## src/rtl/null_src_sink_gen_core.sv

```systemverilog
// Pattern-generating AXI-Stream source and checking sink with line, packet and error statistics.
// The source runs bounded or unbounded bursts and always ends a run on a full packet carrying EOB.
module null_src_sink_gen_core #(
    parameter int ITEM_W = 32,
    parameter int NIPC   = 2,
    parameter int LPP_W  = 16,
    parameter int GAP_W  = 8,
    parameter int CNT_W  = 32
) (
    input  logic                   clk,
    input  logic                   rst_n,
    input  logic                   src_en,
    input  logic [1:0]             src_mode,
    input  logic [ITEM_W-1:0]      src_const,
    input  logic [LPP_W-1:0]       src_lpp_m1,
    input  logic [GAP_W-1:0]       src_gap,
    input  logic [CNT_W-1:0]       src_num_pkts,
    input  logic                   chk_en,
    input  logic                   clear,
    output logic [ITEM_W*NIPC-1:0] m_tdata,
    output logic                   m_tlast,
    output logic                   m_teob,
    output logic                   m_tvalid,
    input  logic                   m_tready,
    input  logic [ITEM_W*NIPC-1:0] s_tdata,
    input  logic                   s_tlast,
    input  logic                   s_tvalid,
    output logic                   s_tready,
    output logic                   src_busy,
    output logic [CNT_W-1:0]       src_line_cnt,
    output logic [CNT_W-1:0]       src_pkt_cnt,
    output logic [CNT_W-1:0]       snk_line_cnt,
    output logic [CNT_W-1:0]       snk_pkt_cnt,
    output logic [CNT_W-1:0]       snk_err_cnt
);
    localparam int          LINE_W    = ITEM_W * NIPC;
    localparam int          HALF_W    = ITEM_W / 2;
    localparam logic [31:0] LFSR_SEED = 32'hFFFF_FFFF;
    localparam logic [31:0] LFSR_MASK = 32'h8020_0003;

    typedef enum logic [1:0] {IDLE, RUN, GAP} state_t;

    function automatic logic [31:0] lfsr_step(input logic [31:0] l);
        return {1'b0, l[31:1]} ^ (l[0] ? LFSR_MASK : 32'h0);
    endfunction

    function automatic logic [LINE_W-1:0] pattern(input logic [1:0] mode, input logic [HALF_W-1:0] idx,
                                                  input logic [31:0] lfsr, input logic [ITEM_W-1:0] cnst);
        logic [ITEM_W-1:0] item;
        case (mode)
            2'd1:    item = lfsr[ITEM_W-1:0];
            2'd2:    item = cnst;
            default: item = {~idx, idx};
        endcase
        return {NIPC{item}};
    endfunction

    function automatic logic [CNT_W-1:0] sat_inc(input logic [CNT_W-1:0] c);
        return (&c) ? c : c + CNT_W'(1);
    endfunction

    state_t              state;
    logic [1:0]          cfg_mode;
    logic [ITEM_W-1:0]   cfg_const;
    logic [LPP_W-1:0]    cfg_lpp_m1;
    logic [GAP_W-1:0]    cfg_gap;
    logic [CNT_W-1:0]    cfg_num_pkts;
    logic [HALF_W-1:0]   src_idx;
    logic [31:0]         src_lfsr;
    logic [LPP_W-1:0]    line_idx;
    logic [CNT_W-1:0]    pkt_idx;
    logic [GAP_W-1:0]    gap_cnt;
    logic                stop_pend;
    logic                abort_pend;
    logic [HALF_W-1:0]   snk_idx;
    logic [31:0]         snk_lfsr;
    logic [LINE_W-1:0]   snk_exp;
    logic                beat_acc;
    logic                snk_acc;

    logic [1:0]          ld_mode;
    logic [ITEM_W-1:0]   ld_const;
    logic [LPP_W-1:0]    ld_lpp;
    logic [CNT_W-1:0]    ld_num;
    logic [HALF_W-1:0]   ld_idx;
    logic [31:0]         ld_lfsr;
    logic [LPP_W-1:0]    ld_line;
    logic [CNT_W-1:0]    ld_pkt;
    logic                ld_last;
    logic                ld_eob;
    logic                stop_now;
    logic [LINE_W-1:0]   ld_data;

    assign beat_acc = m_tvalid & m_tready;
    assign snk_acc  = s_tvalid & s_tready;
    assign src_busy = (state != IDLE);
    assign snk_exp  = pattern(src_mode, snk_idx, snk_lfsr, src_const);

    // Next line to present: live config out of IDLE, sampled config afterwards; advanced state on acceptance.
    always_comb begin
        ld_mode  = cfg_mode;
        ld_const = cfg_const;
        ld_lpp   = cfg_lpp_m1;
        ld_num   = cfg_num_pkts;
        ld_idx   = src_idx;
        ld_lfsr  = src_lfsr;
        ld_line  = line_idx;
        ld_pkt   = pkt_idx;
        stop_now = 1'b0;
        if (state == IDLE) begin
            ld_mode  = src_mode;
            ld_const = src_const;
            ld_lpp   = src_lpp_m1;
            ld_num   = src_num_pkts;
        end else begin
            stop_now = stop_pend | ~src_en;
        end
        if (state == RUN && beat_acc) begin
            ld_idx  = src_idx + HALF_W'(1);
            ld_lfsr = lfsr_step(src_lfsr);
            ld_line = m_tlast ? '0 : line_idx + LPP_W'(1);
            ld_pkt  = m_tlast ? pkt_idx + CNT_W'(1) : pkt_idx;
        end
        ld_last = (ld_line == ld_lpp);
        ld_eob  = ld_last & (stop_now | ((ld_num != '0) && (ld_pkt == ld_num - CNT_W'(1))));
        ld_data = pattern(ld_mode, ld_idx, ld_lfsr, ld_const);
    end

    always_ff @(posedge clk) begin
        if (state == IDLE && src_en && !clear) begin
            cfg_mode     <= src_mode;
            cfg_const    <= src_const;
            cfg_lpp_m1   <= src_lpp_m1;
            cfg_gap      <= src_gap;
            cfg_num_pkts <= src_num_pkts;
        end
    end

    always_ff @(posedge clk or negedge rst_n) begin
        if (!rst_n) begin
            state      <= IDLE;
            src_idx    <= '0;
            src_lfsr   <= LFSR_SEED;
            line_idx   <= '0;
            pkt_idx    <= '0;
            gap_cnt    <= '0;
            stop_pend  <= 1'b0;
            abort_pend <= 1'b0;
            m_tvalid   <= 1'b0;
            m_tdata    <= '0;
            m_tlast    <= 1'b0;
            m_teob     <= 1'b0;
        end else begin
            case (state)
                IDLE: begin
                    stop_pend  <= 1'b0;
                    abort_pend <= 1'b0;
                    if (src_en && !clear) begin
                        state    <= RUN;
                        m_tvalid <= 1'b1;
                        m_tdata  <= ld_data;
                        m_tlast  <= ld_last;
                        m_teob   <= ld_eob;
                    end
                end
                RUN: begin
                    if (!src_en) stop_pend <= 1'b1;
                    if (clear) abort_pend <= 1'b1;
                    if (beat_acc) begin
                        // An aborted run must not consume a pattern step after the clear.
                        if (!abort_pend) begin
                            src_idx  <= ld_idx;
                            src_lfsr <= ld_lfsr;
                        end
                        line_idx <= ld_line;
                        pkt_idx  <= ld_pkt;
                        if (clear || abort_pend || m_teob) begin
                            state      <= IDLE;
                            m_tvalid   <= 1'b0;
                            m_tlast    <= 1'b0;
                            m_teob     <= 1'b0;
                            stop_pend  <= 1'b0;
                            abort_pend <= 1'b0;
                            line_idx   <= '0;
                            pkt_idx    <= '0;
                        end else if (cfg_gap != '0) begin
                            state    <= GAP;
                            gap_cnt  <= cfg_gap;
                            m_tvalid <= 1'b0;
                            m_tlast  <= 1'b0;
                            m_teob   <= 1'b0;
                        end else begin
                            m_tvalid <= 1'b1;
                            m_tdata  <= ld_data;
                            m_tlast  <= ld_last;
                            m_teob   <= ld_eob;
                        end
                    end
                end
                GAP: begin
                    if (!src_en) stop_pend <= 1'b1;
                    if (clear) begin
                        state      <= IDLE;
                        stop_pend  <= 1'b0;
                        abort_pend <= 1'b0;
                    end else if (gap_cnt == GAP_W'(1)) begin
                        state    <= RUN;
                        m_tvalid <= 1'b1;
                        m_tdata  <= ld_data;
                        m_tlast  <= ld_last;
                        m_teob   <= ld_eob;
                    end else begin
                        gap_cnt <= gap_cnt - GAP_W'(1);
                    end
                end
                default: state <= IDLE;
            endcase
            if (clear) begin
                src_idx  <= '0;
                src_lfsr <= LFSR_SEED;
                line_idx <= '0;
                pkt_idx  <= '0;
            end
        end
    end

    // Statistics and the sink-side expected-pattern generator; clear outranks any increment.
    always_ff @(posedge clk or negedge rst_n) begin
        if (!rst_n) begin
            s_tready     <= 1'b0;
            src_line_cnt <= '0;
            src_pkt_cnt  <= '0;
            snk_line_cnt <= '0;
            snk_pkt_cnt  <= '0;
            snk_err_cnt  <= '0;
            snk_idx      <= '0;
            snk_lfsr     <= LFSR_SEED;
        end else begin
            s_tready <= 1'b1;
            if (clear) begin
                src_line_cnt <= '0;
                src_pkt_cnt  <= '0;
                snk_line_cnt <= '0;
                snk_pkt_cnt  <= '0;
                snk_err_cnt  <= '0;
                snk_idx      <= '0;
                snk_lfsr     <= LFSR_SEED;
            end else begin
                if (beat_acc) src_line_cnt <= sat_inc(src_line_cnt);
                if (beat_acc && m_tlast) src_pkt_cnt <= sat_inc(src_pkt_cnt);
                if (snk_acc) begin
                    snk_line_cnt <= sat_inc(snk_line_cnt);
                    snk_idx      <= snk_idx + HALF_W'(1);
                    snk_lfsr     <= lfsr_step(snk_lfsr);
                    if (s_tlast) snk_pkt_cnt <= sat_inc(snk_pkt_cnt);
                    if (chk_en && (s_tdata != snk_exp)) snk_err_cnt <= sat_inc(snk_err_cnt);
                end
            end
        end
    end

endmodule

```

## config.mk

```make
export PLATFORM = sky130hd
export DESIGN_NAME = null_src_sink_gen_core
export DESIGN_NICKNAME = d
export VERILOG_FILES = /design/src/rtl/null_src_sink_gen_core.sv
export SDC_FILE = /design/constraint.sdc
export NUM_CORES = 1
export LEC_CHECK = 0
export ABC_AREA = 1
export BUFFER_PORTS_ARGS = -buffer_cell sky130_fd_sc_hd__buf_4
export CAP_MARGIN = 10
export CORE_ASPECT_RATIO = 1.5
export CORE_MARGIN = 2
export CORE_UTILIZATION = 50
export DETAILED_ROUTE_END_ITERATION = 7
export HOLD_SLACK_MARGIN = 0.03
export PLACE_DENSITY = 0.73
export SYNTH_ARGS = -nofsm -noshare
export SYNTH_HDL_FRONTEND = slang
export SYNTH_SLANG_ARGS = --single-unit
```

## constraint.sdc

```tcl
create_clock -name clk -period 24.6 [get_ports clk]
set_clock_uncertainty 0.15 [all_clocks]
set_input_delay 0 -clock clk [delete_from_list [all_inputs] [get_ports clk]]
set_output_delay 0 -clock clk [all_outputs]
set_load 0.02 [all_outputs]
```

* Word-level counts from Yosys, hierarchy flattened
Cells that the tools add are included.
** Storage, ports and cells
- Register bits after elaboration :: 474
- Bits in latches :: 0
- RAM bits :: 0
- Bits in read-only memories :: 0
- Bits of input ports :: 162
- Output and inout bits :: 229
- Logic and storage cells :: 215
- Memories :: 0
** Operators by class
- Add/sub/neg operators :: 11
- Multipliers :: 0
- Divide/modulo/power cells :: 0
- Order comparisons :: 0
- Equality and inequality tests :: 27
- Shift operators :: 0
- Mux-type cells :: 103
- Bitwise gates (word level) :: 10
- Reductions and logical operators :: 39
** Operators with widths (number)
- $mux 32 :: 34
- $mux 64 :: 6
- $mux 16 :: 14
- $add 32x1->32 const B :: 6
- $pmux 64 s3 :: 1
- $reduce_and 32->1 :: 5
- $pmux 32 s2 :: 2
- $ne 64x64->1 :: 1
- $xor 31x32->32 :: 2
- $add 16x1->16 const B :: 3
- $mux 8 :: 5
- $eq 32x32->1 :: 1
- $not 16->16 :: 2
- $reduce_bool 32->1 :: 1
- $sub 32x1->32 const B :: 1
- $mux 1 :: 27
- $ne 2x2->1 const B :: 13
- $eq 16x16->1 :: 1
- $pmux 8 s2 :: 1
- $reduce_bool 2->1 :: 8
- $pmux 1 s3 :: 5
- $mux 2 :: 7
- $reduce_and 2->1 :: 5
- $reduce_and 3->1 :: 3
- 21 further kinds :: 36

* Depth between registers and ports, before layout
- Depth after elaboration :: 11
- Gate-level depth with buffers :: 22
- Gate-level depth less buffers :: 21

* Worst setup path before layout
Ideal clock, no wire load.
- Path kind :: reg-to-reg
- From :: register state[0]
- To :: register cfg_const[0] (enable)
- Arrival time :: 7.795 ns
- Data required time :: 23.802 ns
- Setup slack :: 16.006 ns
- Cell stages (with the launch flop) :: 10
- Buffers on the path :: 5
- Cell sequence :: dfrtp_1 inv_1 ha_1 inv_2 buf_6 buf_6 buf_2 clkbuf_1 buf_1 nor3_1
** On the way
- Longest elaborated chain between the ends :: 3
** Ends and longest elaborated chain
- from (decl) :: line 62 : state_t state;
- from (signal assigned) :: line 141 : state <= IDLE;
- from (signal assigned) :: line 159 : state <= RUN;
- from (signal assigned) :: line 178 : state <= IDLE;
- $logic_not 2->1 :: line 130 : if (state == IDLE && src_en && !clear) begin
- $logic_and 1x1->1 (2 in series) :: line 130
- to (signal assigned) :: line 132 : cfg_const <= src_const;
- to (decl) :: line 64 : logic [ITEM_W-1:0] cfg_const;
Every way passes these cells.
A chain may end at the register's enable or synchronous reset.

* Worst setup path in the final report
- From :: register state[0]
- To :: register m_teob
** On the way
- Longest elaborated chain between the ends :: 11
- Elaborated cells on any way between the ends :: 29
** Ends and longest elaborated chain
- $logic_not 2->1 / $eq 2x1->1 (equally long branches) :: line 110, 154, 118
- $mux 32 / $logic_and 1x1->1 (equally long branches) :: line 110, 118
- $sub 32x1->32 / $mux 32 (equally long branches) :: line 125, 118
- $eq 32x32->1 :: line 125 : ld_eob = ld_last & (stop_now | ((ld_num != '0) && (ld_pkt == ld_num - CNT_W'(1))));
- $logic_and 1x1->1 :: line 125
- $or 1x1->1 :: line 125
- $and 1x1->1 :: line 125
- $mux 1 :: line 186 : end else if (cfg_gap != '0) begin
- $mux 1 :: line 177 : if (clear || abort_pend || m_teob) begin
- $mux 1 :: line 169 : if (beat_acc) begin
- $pmux 1 s3 :: line 154 : case (state)
- to (signal assigned) :: line 163 : m_teob <= ld_eob;
- to (signal assigned) :: line 196 : m_teob <= ld_eob;
- to (signal assigned) :: line 211 : m_teob <= ld_eob;
- to (decl) :: line 22 : output logic m_teob,
Several ways; a longest one is shown, not always the timed one. The select of a mux whose other input is x is not followed.

==> flow_metrics.tcl <==
set metrics [dict create \
    synth_area_leaders "dfrtp_1, nand2_1, edfxtp_1" \
    avgSynthCellArea_um2 7.27 \
    cpMostUsedCell "nand2_1" \
    comb_power_share 0.357 \
    switching_share 0.385 \
    maxCapViolCount 0 \
    drc 0 \
    grt_pass1_vias 27400 \
    worstPathArrival_ns 4.48 \
    drtAntennaViolNets 0 \
    crit_required_ns 25.00 \
    synthArstFlopShare 0.796 \
    tritoncts "done" \
    cts_buffers 47 \
    synth_top_area_frac 0.259 \
    endpoint_kind "flop" \
    num_io_pins 391 \
    grt_overflow 0 \
    fillers 4827 \
    hold_buffers 182 \
    final_core_util 0.628 \
    root_buffer "clkbuf_16" \
    fin_crit_sh 0.166 \
    multi_input_area_um2 13500 \
    dp_hpwl_um 63900 \
    crit_chain "inv_1 > ha_4 > buf_4 > inv_2 > buf_4 > nand2_1 > nand2_1 > nand2_1 > nor2_2 > nand2_1 > nor2_1 > nand2_1 > nand2_1 > nand3_1 > nand2_1 > nand2_1 > nor2_1 > nand3_1 > o21bai_1 > nand2_1 > nand2_1" \
    die_w_um 197 \
    grt_use_total 0.312 \
    port_buffers 390 \
    synth.cell_area_um2 27800 \
    core_um2 54900 \
    syn_inst 3827 \
    p_leak_nw 15.3 \
    path_class "reg -> reg" \
    num_vias 28300 \
    wire_per_inst_um 18.2 \
    synth_seq_cells 442 \
    fmax_mhz 245 \
    htreeDepth 2 \
    final_common_cell "nand2_1" \
    fp.dieH_um 293 \
    cts_sinks 442 \
    post_cts_resized 0 \
    vdd_drop_max_v 0.0000567 \
    ff_latch_area_um2 11600 \
    max_slew_margin 0.260 \
    grt_pass1_wl_um 144000 \
    intPower_mw 1.57 \
    clk-insertion-delay-late_ns 0.60 \
    cts_buffer_depth 3 \
    worst_slew_pin_slew_ns 1.11 \
    row_count 105 \
    drt_iter0_markers 2129 \
    start_util 0.507 \
    antenna_found_initial 8 \
    final_cell_mix "nand2_1, inv_1, nor2_1" \
    power_switching_mw 0.986 \
    yosysWarnings 0 \
    power.share.clock 0.299 \
    synth_flop_cell "dfrtp_1" \
    crit_fanout 69 \
    cts_setup_buffers 0 \
    rsz0062_at_grt "false" \
    setup_violations 0 \
    hold_violations 0 \
    dieArea_um2 57600 \
    timing.final.max_slew_violations 0 \
    firstDrtPassIters 6 \
    outcome "complete, no violations" \
    gp_congestion 0.969 \
    path_clk_slew_ns 0.07 \
    grt_max_degree 125 \
    cp.buffers_inverters 4 \
    period_needed_ns 4.09 \
    viasPerCell 5.61 \
    slowest_delay_ns 0.63 \
    layout.nets 4490 \
    path_delay_family "simple AND/OR/NAND/NOR gates" \
    wirelength_um 91800 \
    syn_nets 4010 \
    seq_area_frac_synth 0.417 \
    power_density_nw_per_um2 74.2 \
    seq_power_share 0.344 \
    total_power_mw 2.56 \
    finalSetupTns_ns 0 \
    drive_gt1_frac 0.147 \
    synth_top_area_cell "dfrtp_1" \
    hold_path_class "in -> reg" \
    synth_cell_type_count 63 \
    crit_slowest_cell "buf_4" \
    startpoint_type "flop" \
    synth_edf_count 90 \
    areaGrowthSynthToFinish_pct 23.9 \
]
-- worst register-to-register path: stages, from the launching register on --
cell	delay, ns
dfrtp_1	0.40
inv_1	0.11
ha_4	0.33
buf_4	0.35
inv_2	0.08
buf_4	0.63
nand2_1	0.15
nand2_1	0.17
nand2_1	0.08
nor2_2	0.21
nand2_1	0.17
nor2_1	0.26
nand2_1	0.11
nand2_1	0.09
nand3_1	0.10
nand2_1	0.14
nand2_1	0.07
nor2_1	0.08
nand3_1	0.08
o21bai_1	0.17
nand2_1	0.07
nand2_1	0.05
-- path summary, 6_finish.rpt --
check / depth (start not counted) / slack [ns] / start / to
setup reg to reg: 21 / 20.51 / state[0] / m_teob
hold / removal: 2 / 0.06 / src_const[20] / cfg_const[20]
setup / recovery: 21 / 20.51 / state[0] / m_teob
min in group asynchronous: 4 / 0.45 / rst_n / pkt_idx[23]
hold reg to reg: 1 / 0.33 / snk_idx[15] / snk_idx[15]
max in group asynchronous: 5 / 22.50 / rst_n / m_tdata[60]
-- sequential cells by signal, summed over array words and instances, names as in the netlist, 2 cells and up --
signal        flops
snk_line_cnt     32
snk_idx          16
m_tdata          32
cfg_gap           8
src_pkt_cnt      32
cfg_const        32
cfg_mode          2
gap_cnt           8
state             2
src_line_cnt     32
snk_pkt_cnt      32
snk_err_cnt      32
pkt_idx          32
snk_lfsr         32
cfg_lpp_m1       16
cfg_num_pkts     32
src_lfsr         32
line_idx         16
src_idx          16
-- logic make-up (layout without fill, tap and decap cells) --
group | count (synthesis) | count (layout) | share of synthesized area
simple gates | 1923 | 1923 | 0.298
xor+xnor | 155 | 155 | 0.0488
other cells | 1 | 9 | 0.000135
flops | 442 | 442 | 0.417
fa+ha+maj | 21 | 21 | 0.00944
buf+inv | 660 | 1179 | 0.0977
mux | 8 | 8 | 0.00288
compound gates | 617 | 617 | 0.126
-- power by group through the flow --
stage          sequential, mW  clock [mW]  combinational, mW
2_1_floorplan           0.913           0              0.586
3_3_place_gp            0.890           0              0.860
3_5_place_dp            0.891           0              0.867
4_1_cts                 0.878       0.777              0.897
5_1_grt                 0.887       0.806               1.00
6_report                0.880       0.766              0.913
-- routing by layer --
| metal | vias to the layer above | routed length [um] | GRT usage |
|---|---|---|---|
| met1 | 13400 | 34900 | 0.366 |
| met3 | 261 | 6050 | 0.0486 |
| met4 | 2 | 4400 | 0.137 |
| met2 | 1139 | 46400 | 0.561 |
| met5 | - | 16 | 0 |
| li1 | 13500 | - | - |
-- stage by stage --
step	instances	setup WS (ns)	area [um2]	hold WS, ns
floorplan	3827	16.01	27800	-0.446
global placement	4771	20.64	31000	-0.0113
detailed placement	4771	20.61	31000	-0.0172
CTS	5041	20.59	34500	0.0326
global route	5047	20.12	34500	0.0431
finish	5049	20.51	34500	0.0575
-- final cells by class --
cell class,count,share of cell area
multi-input cells,2725,0.392
flip-flops and latches,442,0.336
repair buffers,592,0.143
inverters,499,0.0544
clock buffers,68,0.0400
well taps,695,0.0252
clock inverters,20,0.00802
diodes,8,0.000581
-- Yosys cell counts (13+ instances only) --
| library cell | number |
|---|---|
| o21ai_1 | 21 |
| or2_2 | 19 |
| o21ai_0 | 269 |
| a31oi_1 | 15 |
| clkbuf_1 | 72 |
| buf_4 | 37 |
| nor2_1 | 413 |
| buf_2 | 27 |
| nand4_1 | 99 |
| xor2_1 | 93 |
| dfstp_2 | 64 |
| nand2_1 | 951 |
| inv_1 | 483 |
| nor3_1 | 105 |
| ha_1 | 21 |
| o211ai_1 | 27 |
| nand3_1 | 246 |
| edfxtp_1 | 90 |
| nand3b_1 | 13 |
| nor4_1 | 22 |
| nor2_2 | 24 |
| buf_1 | 16 |
| xnor2_1 | 62 |
| o31ai_1 | 28 |
| inv_2 | 13 |
| dfrtp_1 | 288 |
| a21oi_1 | 127 |
| o22ai_1 | 86 |
Note: power is estimated with default switching activity, not from simulation.
